===== src/rtl/comparador_pkg.sv =====
// rtl/comparador_pkg.sv - state type and default parameters for the sequential code comparator
package comparador_pkg;

  typedef enum logic [1:0] {
    IDLE    = 2'd0,
    COLLECT = 2'd1,
    MATCH   = 2'd2,
    LOCKED  = 2'd3
  } state_t;

  localparam int DEF_DIGIT_W        = 4;
  localparam int DEF_N_DIGITS       = 4;
  localparam int DEF_MAX_TRIES      = 3;
  localparam int DEF_TIMEOUT_CYCLES = 1000;

endpackage


===== src/rtl/comparador_digito.sv =====
// rtl/comparador_digito.sv - combinational equality of one entered digit against one code digit
module comparador_digito #(
  parameter int DIGIT_W = 4
) (
  input  logic [DIGIT_W-1:0] a_i,
  input  logic [DIGIT_W-1:0] b_i,
  output logic               eq_o
);

  assign eq_o = (a_i == b_i);

endmodule


===== src/rtl/comparador_sequencial.sv =====
// rtl/comparador_sequencial.sv - digit-serial code entry checker with retry limit and lockout
// Optional inter-digit timeout is built only when CODE_TIMEOUT_EN is defined.
module comparador_sequencial
  import comparador_pkg::*;
#(
  parameter int DIGIT_W        = DEF_DIGIT_W,
  parameter int N_DIGITS       = DEF_N_DIGITS,
  parameter int MAX_TRIES      = DEF_MAX_TRIES,
  parameter int TIMEOUT_CYCLES = DEF_TIMEOUT_CYCLES
) (
  input  logic                                clk,
  input  logic                                rst_n,
  input  logic                                enable,
  input  logic [N_DIGITS*DIGIT_W-1:0]         code_in,
  input  logic [DIGIT_W-1:0]                  digit_in,
  input  logic                                digit_valid,
  input  logic                                clear,
  output logic                                match,
  output logic                                fail,
  output logic                                ok,
  output logic                                locked,
  output logic [$clog2(MAX_TRIES+1)-1:0]      tries_left,
  output logic [$clog2(N_DIGITS+1)-1:0]       digit_idx
);

  localparam int TRW  = $clog2(MAX_TRIES+1);
  localparam int IDXW = $clog2(N_DIGITS+1);

  state_t                        state_q;
  logic [N_DIGITS*DIGIT_W-1:0]   code_q;
  logic [IDXW-1:0]               idx_q;
  logic [TRW-1:0]                tries_q;
  logic                          err_q;
  logic                          match_q;
  logic                          fail_q;
  logic                          ok_q;
  logic                          locked_q;

  logic [DIGIT_W-1:0]            ref_digit;
  logic                          digit_eq;
  logic                          full_c;
  logic                          resolve_c;
  logic                          err_c;

  // The first digit is checked against the live code_in, since the latch happens on that same edge.
  always_comb begin
    ref_digit = code_q[DIGIT_W-1:0];
    if (state_q == IDLE) begin
      ref_digit = code_in[DIGIT_W-1:0];
    end else begin
      for (int i = 0; i < N_DIGITS; i++) begin
        if (idx_q == IDXW'(i)) ref_digit = code_q[i*DIGIT_W +: DIGIT_W];
      end
    end
  end

  comparador_digito #(.DIGIT_W(DIGIT_W)) u_digito (
    .a_i  (digit_in),
    .b_i  (ref_digit),
    .eq_o (digit_eq)
  );

  assign full_c = (idx_q == IDXW'(N_DIGITS));

`ifdef CODE_TIMEOUT_EN
  localparam int TMW = $clog2(TIMEOUT_CYCLES+1);
  logic [TMW-1:0] tmo_q;

  always_ff @(posedge clk or negedge rst_n) begin
    if (!rst_n) begin
      tmo_q <= '0;
    end else if (state_q != COLLECT || digit_valid) begin
      tmo_q <= '0;
    end else if (tmo_q != TMW'(TIMEOUT_CYCLES-1)) begin
      tmo_q <= tmo_q + TMW'(1);
    end
  end

  // A timeout resolves a partial entry, which is always treated as wrong.
  assign resolve_c = full_c || (!digit_valid && tmo_q == TMW'(TIMEOUT_CYCLES-1));
  assign err_c     = err_q || !full_c;
`else
  assign resolve_c = full_c;
  assign err_c     = err_q;
`endif

  always_ff @(posedge clk or negedge rst_n) begin
    if (!rst_n) begin
      state_q  <= IDLE;
      code_q   <= '0;
      idx_q    <= '0;
      tries_q  <= TRW'(MAX_TRIES);
      err_q    <= 1'b0;
      match_q  <= 1'b0;
      fail_q   <= 1'b0;
      ok_q     <= 1'b0;
      locked_q <= 1'b0;
    end else begin
      match_q <= 1'b0;
      fail_q  <= 1'b0;
      case (state_q)
        IDLE: begin
          if (enable && !clear && digit_valid) begin
            code_q  <= code_in;
            err_q   <= !digit_eq;
            idx_q   <= IDXW'(1);
            state_q <= COLLECT;
          end
        end
        COLLECT: begin
          if (!enable || clear) begin
            idx_q   <= '0;
            err_q   <= 1'b0;
            state_q <= IDLE;
          end else if (resolve_c) begin
            idx_q <= '0;
            err_q <= 1'b0;
            if (!err_c) begin
              match_q <= 1'b1;
              ok_q    <= 1'b1;
              tries_q <= TRW'(MAX_TRIES);
              state_q <= MATCH;
            end else begin
              fail_q  <= 1'b1;
              tries_q <= tries_q - TRW'(1);
              if (tries_q == TRW'(1)) begin
                locked_q <= 1'b1;
                state_q  <= LOCKED;
              end else begin
                state_q <= IDLE;
              end
            end
          end else if (digit_valid) begin
            err_q <= err_q | !digit_eq;
            idx_q <= idx_q + IDXW'(1);
          end
        end
        MATCH: begin
          if (clear) begin
            ok_q    <= 1'b0;
            state_q <= IDLE;
          end
        end
        default: begin
        end
      endcase
    end
  end

  assign match      = match_q;
  assign fail       = fail_q;
  assign ok         = ok_q;
  assign locked     = locked_q;
  assign tries_left = tries_q;
  assign digit_idx  = idx_q;

endmodule


===== config.mk =====
export PLATFORM = sky130hd
export DESIGN_NAME = comparador_sequencial
export DESIGN_NICKNAME = d
export VERILOG_FILES = /design/src/rtl/comparador_pkg.sv /design/src/rtl/comparador_digito.sv /design/src/rtl/comparador_sequencial.sv
export SDC_FILE = /design/constraint.sdc
export NUM_CORES = 1
export LEC_CHECK = 0
export CAP_MARGIN = 20
export CORE_AREA = 2 2 69 71
export DETAILED_ROUTE_END_ITERATION = 6
export DIE_AREA = 0 0 71 73
export HOLD_SLACK_MARGIN = 0.06
export PLACE_DENSITY_LB_ADDON = 0.3
export SETUP_SLACK_MARGIN = 0.05
export SYNTH_ARGS = -nofsm -noshare
export SYNTH_HDL_FRONTEND = slang
export SYNTH_HIERARCHICAL = 1
export SYNTH_SLANG_ARGS = --single-unit
export TNS_END_PERCENT = 50

===== constraint.sdc =====
create_clock -name clk -period 2.89 [get_ports clk]
set_input_delay 0.289 -clock clk [delete_from_list [all_inputs] [get_ports clk]]
set_output_delay 0.289 -clock clk [all_outputs]
set_load 0.05 [all_outputs]

# Yosys cells after proc, flatten, opt, wreduce, memory -nomap -nowiden
# Cells that the tools add are included.
# classes
addsub,2
eq_ne,15
mux,35
bitwise_logic,2
n_reduce_logical,16
# ops
op,n
1-bit two-way mux,16
4-bit two-way mux,4
2-bit two-way mux,7
3-bit two-way mux,4
5-bit AND reduction,2
"2-bit inequality test, second input constant",4
"3-bit by 2-bit == test with 1-bit output, second input constant",2
2-bit case mux with 3 select lines,1
3-bit case mux with 2 select lines,1
3-bit AND reduction,2
"2-bit by 1-bit == test with 1-bit output, second input constant",2
4-bit == test,1
"4-bit inequality test, second input constant",1
1-bit case mux with 2 select lines,2
4-bit AND reduction,1
2-bit nonzero test,2
"3-bit by 1-bit adder with 3-bit output, second input constant",1
"3-bit by 1-bit == test with 1-bit output, second input constant",1
"3-bit == test, second input constant",1
1-bit zero test,3
"3-bit inequality test, second input constant",1
3-bit nonzero test,1
"2-bit == test, second input constant",1
1-bit logical AND,2
7 further kinds,7
# word_totals
ff_bits,28
in_bits,25
out_inout_bits,9
elab_cells,79

# Longest topological paths before layout
# Gate-level depths: netlist of the first run.
# depth
word_depth,12
depth_mapped,12
depth_no_buf,12

# Hierarchy
# Netlist of the first run, hierarchy kept.
# modules_own_cells
module,instances,cells_each,area_per_inst_um2,seq_area_each_um2
comparador_sequencial,1,132,1458.9,703.2
comparador_digito,1,5,47.5,0.0

# Worst setup path after synthesis of the first run
# OpenSTA, ideal clock, no wires.
# synth_path
path_type,register -> register
start,reg idx_q[0] (netlist: digit_idx[0])
end,reg err_q (netlist: err_c)
setup_time_ns,0.132
t_arrival_ns,2.456
required_ns,2.758
slack_ns,0.302
path_stages_with_launch,12
path_buffers,0
synth_period_minus_slack_ns,2.588
path_cell_list,dfrtp_1 -> ha_1 -> ha_1 -> or2_2 -> a221oi_1 -> a21oi_1 -> xor2_1 -> nor4_2 -> nand2b_1 -> nor4_1 -> a21oi_1 -> o211ai_1
# synth_between
elab_chain_cells,12
word_cells_on_any_way,18
classes_between,eq/ne: 6; mux: 9; bitwise: 1; reduce/logical: 2
# synth_rtl
item,line,rtl
from (decl),comparador_sequencial.sv:31,logic [IDXW-1:0] idx_q;
from (signal assigned),comparador_sequencial.sv:135,idx_q <= idx_q + IDXW'(1);
3-bit by 1-bit == test with 1-bit output,comparador_sequencial.sv:52,if (idx_q == IDXW'(i)) ref_digit = code_q[i*DIGIT_W +: DIGIT_W];
4-bit two-way mux (2 in a row),comparador_sequencial.sv:52,
4-bit two-way mux *,comparador_sequencial.sv:52,
4-bit two-way mux *,comparador_sequencial.sv:48,if (state_q == IDLE) begin
net ref_digit[1],comparador_sequencial.sv:39,logic [DIGIT_W-1:0] ref_digit;
4-bit == test *,comparador_digito.sv:10,assign eq_o = (a_i == b_i);
net digit_eq,comparador_sequencial.sv:40,logic digit_eq;
1-bit zero test *,"comparador_sequencial.sv:105, comparador_sequencial.sv:134",
1-bit bitwise OR,comparador_sequencial.sv:134,err_q <= err_q | !digit_eq;
1-bit two-way mux,comparador_sequencial.sv:133,end else if (digit_valid) begin
1-bit two-way mux,comparador_sequencial.sv:115,end else if (resolve_c) begin
1-bit two-way mux,comparador_sequencial.sv:111,if (!enable || clear) begin
1-bit case mux with 2 select lines *,comparador_sequencial.sv:101,case (state_q)
to (signal assigned),comparador_sequencial.sv:105,err_q <= !digit_eq;
to (signal assigned),comparador_sequencial.sv:134,
to (decl),comparador_sequencial.sv:33,logic err_q;
# The timed path passes the listed nets; every way through them passes the cells marked *. The select of a mux whose other input is x is not followed.
# A chain may end at the register's enable or synchronous reset.

# Final worst setup path of the first run
# Same ends and word-level chain as after synthesis.

==> results of run 1 <==
==> critical path, cell delays in order, from the launching register on <==
cell and delay (ps):
sky130_fd_sc_hd__dfrtp_1 450, sky130_fd_sc_hd__ha_1 230, sky130_fd_sc_hd__ha_1 200, sky130_fd_sc_hd__or2_2 340, sky130_fd_sc_hd__a221oi_1 260, sky130_fd_sc_hd__a21oi_1 130, sky130_fd_sc_hd__xor2_1 180, sky130_fd_sc_hd__nor4_2 250
sky130_fd_sc_hd__nand2b_1 160, sky130_fd_sc_hd__nor4_1 50, sky130_fd_sc_hd__a21oi_1 120, sky130_fd_sc_hd__o211ai_1 90
==> cells by family (layout without fill, tap and decap cells) <==
| group | after synthesis | in the layout | synth area share [%] |
|---|---|---|---|
| AND/OR/NAND/NOR | 33 | 33 | 12.8 |
| adder cells (fa/ha/maj) | 10 | 10 | 8.31 |
| flip-flops | 28 | 28 | 46.7 |
| AO/OA/AOI/OAI | 33 | 33 | 14.6 |
| buffers and inverters | 13 | 50 | 3.41 |
| XOR/XNOR | 4 | 4 | 2.33 |
| multiplexers | 16 | 16 | 11.9 |
==> registers in the layout, indices dropped and copies added, names as in the netlist <==
signal      cells
state_q         2
tries_left      2
fail            1
err_c           1
code_q         16
digit_idx       3
locked          1
ok              1
match           1
==> worst min-delay path by stage <==
stage	startpoint	end	depth (start not counted)
2_1_floorplan	rst_n	code_q[0]$_DFFE_PN0P_	0
3_3_place_gp	locked$_DFFE_PN0P_	locked$_DFFE_PN0P_	1
3_5_place_dp	locked$_DFFE_PN0P_	locked$_DFFE_PN0P_	1
4_1_cts	rst_n	digit_idx[0]$_DFFE_PN0P_	1
5_1_grt	rst_n	code_q[10]$_DFFE_PN0P_	1
6_report	rst_n	code_q[14]$_DFFE_PN0P_	1
==> cell type report <==
type / instances / area (µm²)
Tap cell: 54 / 67.6
Timing Repair Buffer: 35 / 345
Sequential cell: 28 / 703
Multi-Input combinational cell: 96 / 752
Clock buffer: 4 / 45.0
Fill cell: 431 / 2580
Inverter: 11 / 41.3
==> per-layer routing <==
metal / GRT usage [%] / routed length, µm
met1: 18.6 / 1580
met2: 26.8 / 1810
met3: 3.87 / 223
met4: 3.14 / 42
met5: 0 / 0
==> metrics by stage <==
| stage | hold WS [ps] | area, µm² | instances | worst slack [ps] |
|---|---|---|---|---|
| after floorplan | -6.59 | 1510 | 137 | 302 |
| after global placement | 444 | 1910 | 224 | 452 |
| after detailed placement | 455 | 1910 | 224 | 341 |
| after CTS | 417 | 1950 | 228 | 304 |
| after global routing | 428 | 1950 | 228 | 63.7 |
| final | 410 | 1950 | 228 | 319 |
==> layout by cell type, fill, tap and decap left out, types with 3 or more instances in the layout <==
cell type / n
sky130_fd_sc_hd__xor2_1: 4
sky130_fd_sc_hd__inv_1: 11
sky130_fd_sc_hd__nand2_1: 10
sky130_fd_sc_hd__o22ai_1: 3
sky130_fd_sc_hd__mux2_2: 15
sky130_fd_sc_hd__ha_1: 10
sky130_fd_sc_hd__clkdlybuf4s50_1: 33
sky130_fd_sc_hd__o21ai_0: 7
sky130_fd_sc_hd__a21oi_1: 8
sky130_fd_sc_hd__dfrtp_1: 26
sky130_fd_sc_hd__clkbuf_8: 3
sky130_fd_sc_hd__nand3_1: 3
sky130_fd_sc_hd__a32o_1: 3
sky130_fd_sc_hd__nor2_1: 3
sky130_fd_sc_hd__nand2b_1: 3
sky130_fd_sc_hd__a221oi_1: 5
==> power by group <==
part	internal, W	switching (W)
clock	0.0000988	0.000117
combinational	0.000370	0.000466
sequential	0.000555	0.000117
==> metrics.cfg, run 1 <==
[status]
status=complete, no violations

[sta]
timing.final.crit_period_ps=2570
rsz0062_at_grt=false
fmaxAchievable_mhz=389
timing.final.hold_violations=0
clock_skew_ps=3.12
max_slew_margin_pct=56.4
max_slew.worst_pin.slew_ps=652
final-setup-viol-count=0
setup_total_neg_slack_ps=0
finalMaxSlewViolations=0
fin_crit_sh_pct=88.9

[logic_synthesis]
synth.area.top_cells=sky130_fd_sc_hd__dfrtp_1 (43%), sky130_fd_sc_hd__mux2_2 (11%), sky130_fd_sc_hd__ha_1 (8.3%)
ys_seq_area_share_pct=46.7
synth_enable_flop_cells=0
synthesis.instances=137
asyncSetResetFlopFracSynth_pct=100
synth_ff_type=sky130_fd_sc_hd__dfrtp_1
post_synth_instance_area_um2=1510
synth_area_per_cell_um2=11.0
yosys.cell_count.top_type=sky130_fd_sc_hd__dfrtp_1
postSynthRegisterBits=28
synthesis.yosys.warnings=6
synth.largest_area_cell=sky130_fd_sc_hd__dfrtp_1
yosys-top-cells-count=sky130_fd_sc_hd__dfrtp_1 (26), sky130_fd_sc_hd__mux2_2 (15), sky130_fd_sc_hd__inv_1 (11), sky130_fd_sc_hd__ha_1 (10), sky130_fd_sc_hd__nand2_1 (10)
yosys.area.top_type_share_pct=43.2
yosys.cell_types.count=35
mappedNetlistNets=172

[cts]
post-cts-setup-buffer-count=0
clk_transition_reported_paths_ps=90
cts_max_level=1
cts.sinks=28
tritoncts_clock_tree=yes
clkLatencyLatePin_ps=270
cts.hold.buffers_added=0
clk_root_buf=sky130_fd_sc_hd__clkbuf_8
cts_inserted_buffers=3
postCtsResizedCells=0
ctsLongestPathBuffers=2

[floorplan]
placeable_core_region_um2=4540
rows=25
floorplan.initialDensity_pct=33.2
die_w_um=71
io_pins=34
die-area_um2=5180
die_h_um=73

[setup_path]
worst_r2r_path_depth=11
critPathLaunchType=flop
crit_fanout=5
timing.critical_path.arrival_ps=2720
timing.critical_path.to=err_c$_DFFE_PN0P_
worstReg2RegEnd=err_c$_DFFE_PN0P_
reg_to_reg_critical_path_startpoint=digit_idx[0]$_DFFE_PN0P_
data_required_critical_path_ps=3040
worstSetupStartpoint=digit_idx[0]$_DFFE_PN0P_
rrSetupSlack_ps=320
critPathCaptureType=flop
crit_type=flop to flop

[global_routing]
grt-ovfl-total=0
grt_start_max_net_pins=21
grt_pass1_vias=1313
grt_use_total_pct=15.1
global_route_wire_length_before_repair_um=6220
antenna_found_initial=0

[detailed_routing]
via_count=1204
route.detailed.drc=0
vias_per_cell=5.28
detail_route.wirelength_um=3660
detail-route-antenna-nets=0
first_pass_iters=4
post_drt_wl_per_cell_um=16.0
first_iter_violations=60

[power]
p_per_area_nw_per_um2=882
worst_ir_drop_vdd_uv=364
power_leakage_nw=0.846
total_power_w=0.00172

[layout]
nets=210
post-route-util_pct=43.1
area_delta_synth_final_pct=29.7
num_antenna_cells=0
fraction_of_layout_cells_with_a_size_suffix_above_1_pct=16.1

[place]
buffer_ports.inserted=33
place.detailed.hpwl_um=2770
gp_congestion=0.921

[flow_run]
max_cap_viol_count=0

[worst_hold_path]
hold_removal_path_class=primary input to async pin

Note: power is estimated with default switching activity, not from simulation.
==> inputs of run 2 (changes only) <==
Settings changed: CORE_AREA 2 2 69 71 to 2 2 64 66, DIE_AREA 0 0 71 73 to 0 0 66 68.
==> metrics.cfg, run 2 (same netlist as run 1, synthesis figures left out) <==
[sta]
timing.final.crit_period_ps=2520
max_slew.worst_pin.slew_ps=498
setup_total_neg_slack_ps=0
clock_skew_ps=10.4
final-setup-viol-count=0
max_slew_margin_pct=66.7
finalMaxSlewViolations=0
fin_crit_sh_pct=87.3
rsz0062_at_grt=false
timing.final.hold_violations=0
fmaxAchievable_mhz=396

[layout]
area_delta_synth_final_pct=30.1
fraction_of_layout_cells_with_a_size_suffix_above_1_pct=16.7
largest_register_ffs=16
registers.top_by_ff_count=code_q
nets=210
num_antenna_cells=0
mostFrequentLayoutCell=sky130_fd_sc_hd__clkdlybuf4s50_1
layout_common_cells=sky130_fd_sc_hd__clkdlybuf4s50_1 (33), sky130_fd_sc_hd__dfrtp_1 (26), sky130_fd_sc_hd__mux2_2 (15)

[detailed_routing]
vias_per_cell=5.24
post_drt_wl_per_cell_um=15.2
via_count=1174
route.detailed.drc=0
detail_route.wirelength_um=3390
detail-route-antenna-nets=0
first_pass_iters=4
first_iter_violations=95

[global_routing]
groute.layer.met2.usage_pct=28.0
top_usage_layer=met2
grt_start_max_net_pins=29
grt_use_total_pct=16.8
gr-usage-met1_pct=22.5
antenna_found_initial=0
global_route_wire_length_before_repair_um=5800
grt_pass1_vias=1236
grt-ovfl-total=0
groute.layer.met3.usage_pct=3.95

[floorplan]
floorplan.initialDensity_pct=39.1
io_pins=34
rows=23
die-area_um2=4490
die_w_um=66
placeable_core_region_um2=3860
die_h_um=68

[setup_path]
worst_path_dominant_cell_family=simple AND/OR/NAND/NOR gates
critPathSlowestCell=sky130_fd_sc_hd__dfrtp_1
critPathLaunchType=flop
crit_fanout=5
crit_type=flop to flop
critical_path_buffer_and_inverter_count=0
worstPathCellList=ha_1, ha_1, or2_2, a221oi_1, a21oi_1, xor2_1, nor4_2, nand2b_1, nor4_1, a21oi_1, o211ai_1
timing.critical_path.arrival_ps=2680
critPathCaptureType=flop
cpPeakStageDelay_ps=440
data_required_critical_path_ps=3050

[place]
buffer_ports.inserted=33
gp_congestion=0.930
place.detailed.hpwl_um=2540

[flow_run]
max_cap_viol_count=0

[cts]
cts.hold.buffers_added=0
post-cts-setup-buffer-count=0
clkLatencyLatePin_ps=280
postCtsResizedCells=0
cts_inserted_buffers=3
cts_max_level=1
clk_transition_reported_paths_ps=100
tritoncts_clock_tree=yes
ctsLongestPathBuffers=2
clk_root_buf=sky130_fd_sc_hd__clkbuf_8
cts.sinks=28

[power]
p_per_area_nw_per_um2=884
total_power_w=0.00173
worst_ir_drop_vdd_uv=506
power_leakage_nw=0.852

[status]
status=complete, no violations

[worst_hold_path]
hold_removal_path_class=primary input to async pin

-- run 2: final cells by class --
cell class / instances / area, µm²
Clock buffer: 4 / 55.1
Fill cell: 355 / 1900
Inverter: 11 / 41.3
Multi-Input combinational cell: 96 / 752
Sequential cell: 28 / 703
Tap cell: 50 / 62.6
Timing Repair Buffer: 35 / 345
-- run 2: routing by layer --
layer | up-vias | wire (µm)
met3 | 0 | 191
met1 | 567 | 1610
li1 | 576 | -
met5 | - | 0
met4 | 0 | 0
met2 | 31 | 1590
-- run 2: final timing paths --
path	from	end	slack (ps)	depth (start not counted)
setup / recovery	digit_idx[0]$_DFFE_PN0P_	err_c$_DFFE_PN0P_	370	11
hold / removal	rst_n	code_q[10]$_DFFE_PN0P_	380	2
setup reg to reg	digit_idx[0]$_DFFE_PN0P_	err_c$_DFFE_PN0P_	370	11
hold reg to reg	locked$_DFFE_PN0P_	locked$_DFFE_PN0P_	480	1
max in group asynchronous	rst_n	tries_left[0]$_DFFE_PN1P_	2190	2
min in group clk	locked$_DFFE_PN0P_	locked$_DFFE_PN0P_	480	1
-- run 2: stage by stage --
step / utilization (%) / hold slack (ps) / cells / worst slack [ps] / area [µm²]
detailed placement: 49.4 / 450 / 220 / 394 / 1900
finish: 50.8 / 380 / 224 / 368 / 1960
global placement: 49.4 / 446 / 220 / 456 / 1900
global route: 50.8 / 416 / 224 / 97.9 / 1960
floorplan: - / -6.59 / 137 / 302 / 1510
CTS: 50.8 / 391 / 224 / 359 / 1960
-- run 2: worst reg2reg max path, delay by kind of cell (launching register included) --
family          cells  cell delay, ps
fa+ha+maj           2             410
flops               1             440
simple gates        4             810
xor+xnor            1             180
compound gates      4             580
-- run 2: power breakdown --
part	total (W)	internal, W	switching (W)
sequential	0.000673	0.000555	0.000118
clock	0.000244	0.000122	0.000122
combinational	0.000814	0.000368	0.000447
total	0.00173	0.00104	0.000687
==> RTL change, RTL diff (config.mk and constraints of run 1) <==
Add a define of `CODE_TIMEOUT_EN`.
--- a/src/rtl/comparador_sequencial.sv
+++ b/src/rtl/comparador_sequencial.sv
@@ -2,2 +2,4 @@
 // Optional inter-digit timeout is built only when CODE_TIMEOUT_EN is defined.
+`define CODE_TIMEOUT_EN
+
 module comparador_sequencial
Formal check against the unedited RTL: no difference found for any inputs over 10 cycles, from zero or initial values and one cycle with rst_n low; that may be too few to reach the edited logic, so the function may still have changed.
==> RTL change against run 1 <==
Cell area up 31%. Wire length rose by 14%. Maximum frequency up 14%. Global-route usage rose by 2.4 points. Die area did not move. Count of clock-buffer cells in the layout up 3. Clock power rose by 75%. Sequential power up 18%. Total power increased by 14%. Hold slack got worse by 0.32 ns. Sequential cell count up 10. Setup slack improved by 0.33 ns. Area after synthesis up 40%. Largest cell class unchanged. Highest routed layer unchanged.
==> RTL change: results (changes against run 1) <==
\begin{tabular}{lr}
\hline
Metric & Value \\
\hline
\multicolumn{2}{l}{\textbf{Setup path}} \\
Data arrival at the endpoint of the critical path & 2.41 ns (-0.31 ns) \\
Worst path top cell family by delay & compound AO/OA/AOI/OAI gates \\
Worst reg2reg endpoint & err\_q \\
Critical Path Fanout Max & 9 (+4) \\
\multicolumn{2}{l}{\textbf{Clock tree}} \\
Clock sink count & 38 (+36\%) \\
Clock buffers created by TritonCTS & 5 (+2) \\
H-tree depth reported by CTS & 2 (+1) \\
\multicolumn{2}{l}{\textbf{Detailed routing}} \\
Detailed-routed wire length on met3 & 165 um (-26\%) \\
Detail-routed net length per standard cell & 14.5 um (-9.4\%) \\
\multicolumn{2}{l}{\textbf{Synthesis}} \\
Net count after synthesis & 234 (+36\%) \\
Mux cell area share after synthesis & 0.112 (-0.00654) \\
Count of cell types in the netlist & 42 (+20\%) \\
Area contributors post-synth & sky130\_fd\_sc\_hd\_\_dfrtp\_1 43\%, sky130\_fd\_sc\_hd\_\_mux2\_2 9.1\%, sky130\_fd\_sc\_hd\_\_ha\_1 6.5\% \\
Gate Count Post-Synth & 198 (+45\%) \\
Sequential-to-total area share from yosys stat & 0.452 (-0.0143) \\
Parity-gate share of the synthesized area counting xor and xnor cells & 0.0416 (+0.0183) \\
Area fraction in compound gates after synthesis & 0.125 (-0.0209) \\
Commonest cells in the netlist & 36 x sky130\_fd\_sc\_hd\_\_dfrtp\_1, 18 x sky130\_fd\_sc\_hd\_\_a21oi\_1, 17 x sky130\_fd\_sc\_hd\_\_mux2\_2 \\
\multicolumn{2}{l}{\textbf{Placement}} \\
DPL Wire Length & 3060 um (+11\%) \\
\multicolumn{2}{l}{\textbf{Global route}} \\
Vias in the first global route & 1,517 (+16\%) \\
Global routing usage on met1 & 0.244 (+0.0579) \\
Met2 Resource Use GR & 0.267 (-0.00104) \\
\multicolumn{2}{l}{\textbf{Timing}} \\
Final setup skew & 0.00732 ns (+0.00420 ns) \\
Min cycle time layout & 2.25 ns (-0.325 ns) \\
Post-route worst hold slack & 0.0923 ns (-0.317 ns) \\
\multicolumn{2}{l}{\textbf{Power}} \\
Switching share of power & 0.358 (-0.0479) \\
\multicolumn{2}{l}{\textbf{Run status}} \\
Outcome & finished clean \\
\multicolumn{2}{l}{\textbf{Finish}} \\
Fill cells & 396 (-8.1\%) \\
\hline
\end{tabular}
## RTL change: worst max path at each step
stage | start | endpoint | depth (start not counted)
finish | digit_idx[0] | err_q | 11
detailed placement | digit_idx[0] | err_q | 11
global route | digit_idx[0] | err_q | 11
global placement | digit_idx[0] | err_q | 11
floorplan | digit_idx[0] | err_q | 12
CTS | digit_idx[0] | err_q | 11
## RTL change: power by group through the flow
stage / sequential (mW) / combinational (mW) / clock, mW
after floorplan: 0.825 / 0.562 / 0
after global placement: 0.797 / 0.781 / 0
after detailed placement: 0.803 / 0.791 / 0
after CTS: 0.796 / 0.793 / 0.385
after global routing: 0.816 / 0.879 / 0.409
final: 0.796 / 0.788 / 0.377
## RTL change: kinds of logic (layout without fill, tap and decap cells)
group / after synthesis / in the layout
XOR/XNOR: 10 / 10
adder cells (fa/ha/maj): 11 / 11
multiplexers: 21 / 21
AO/OA/AOI/OAI: 42 / 42
AND/OR/NAND/NOR: 57 / 57
buffers and inverters: 19 / 55
flip-flops: 38 / 38
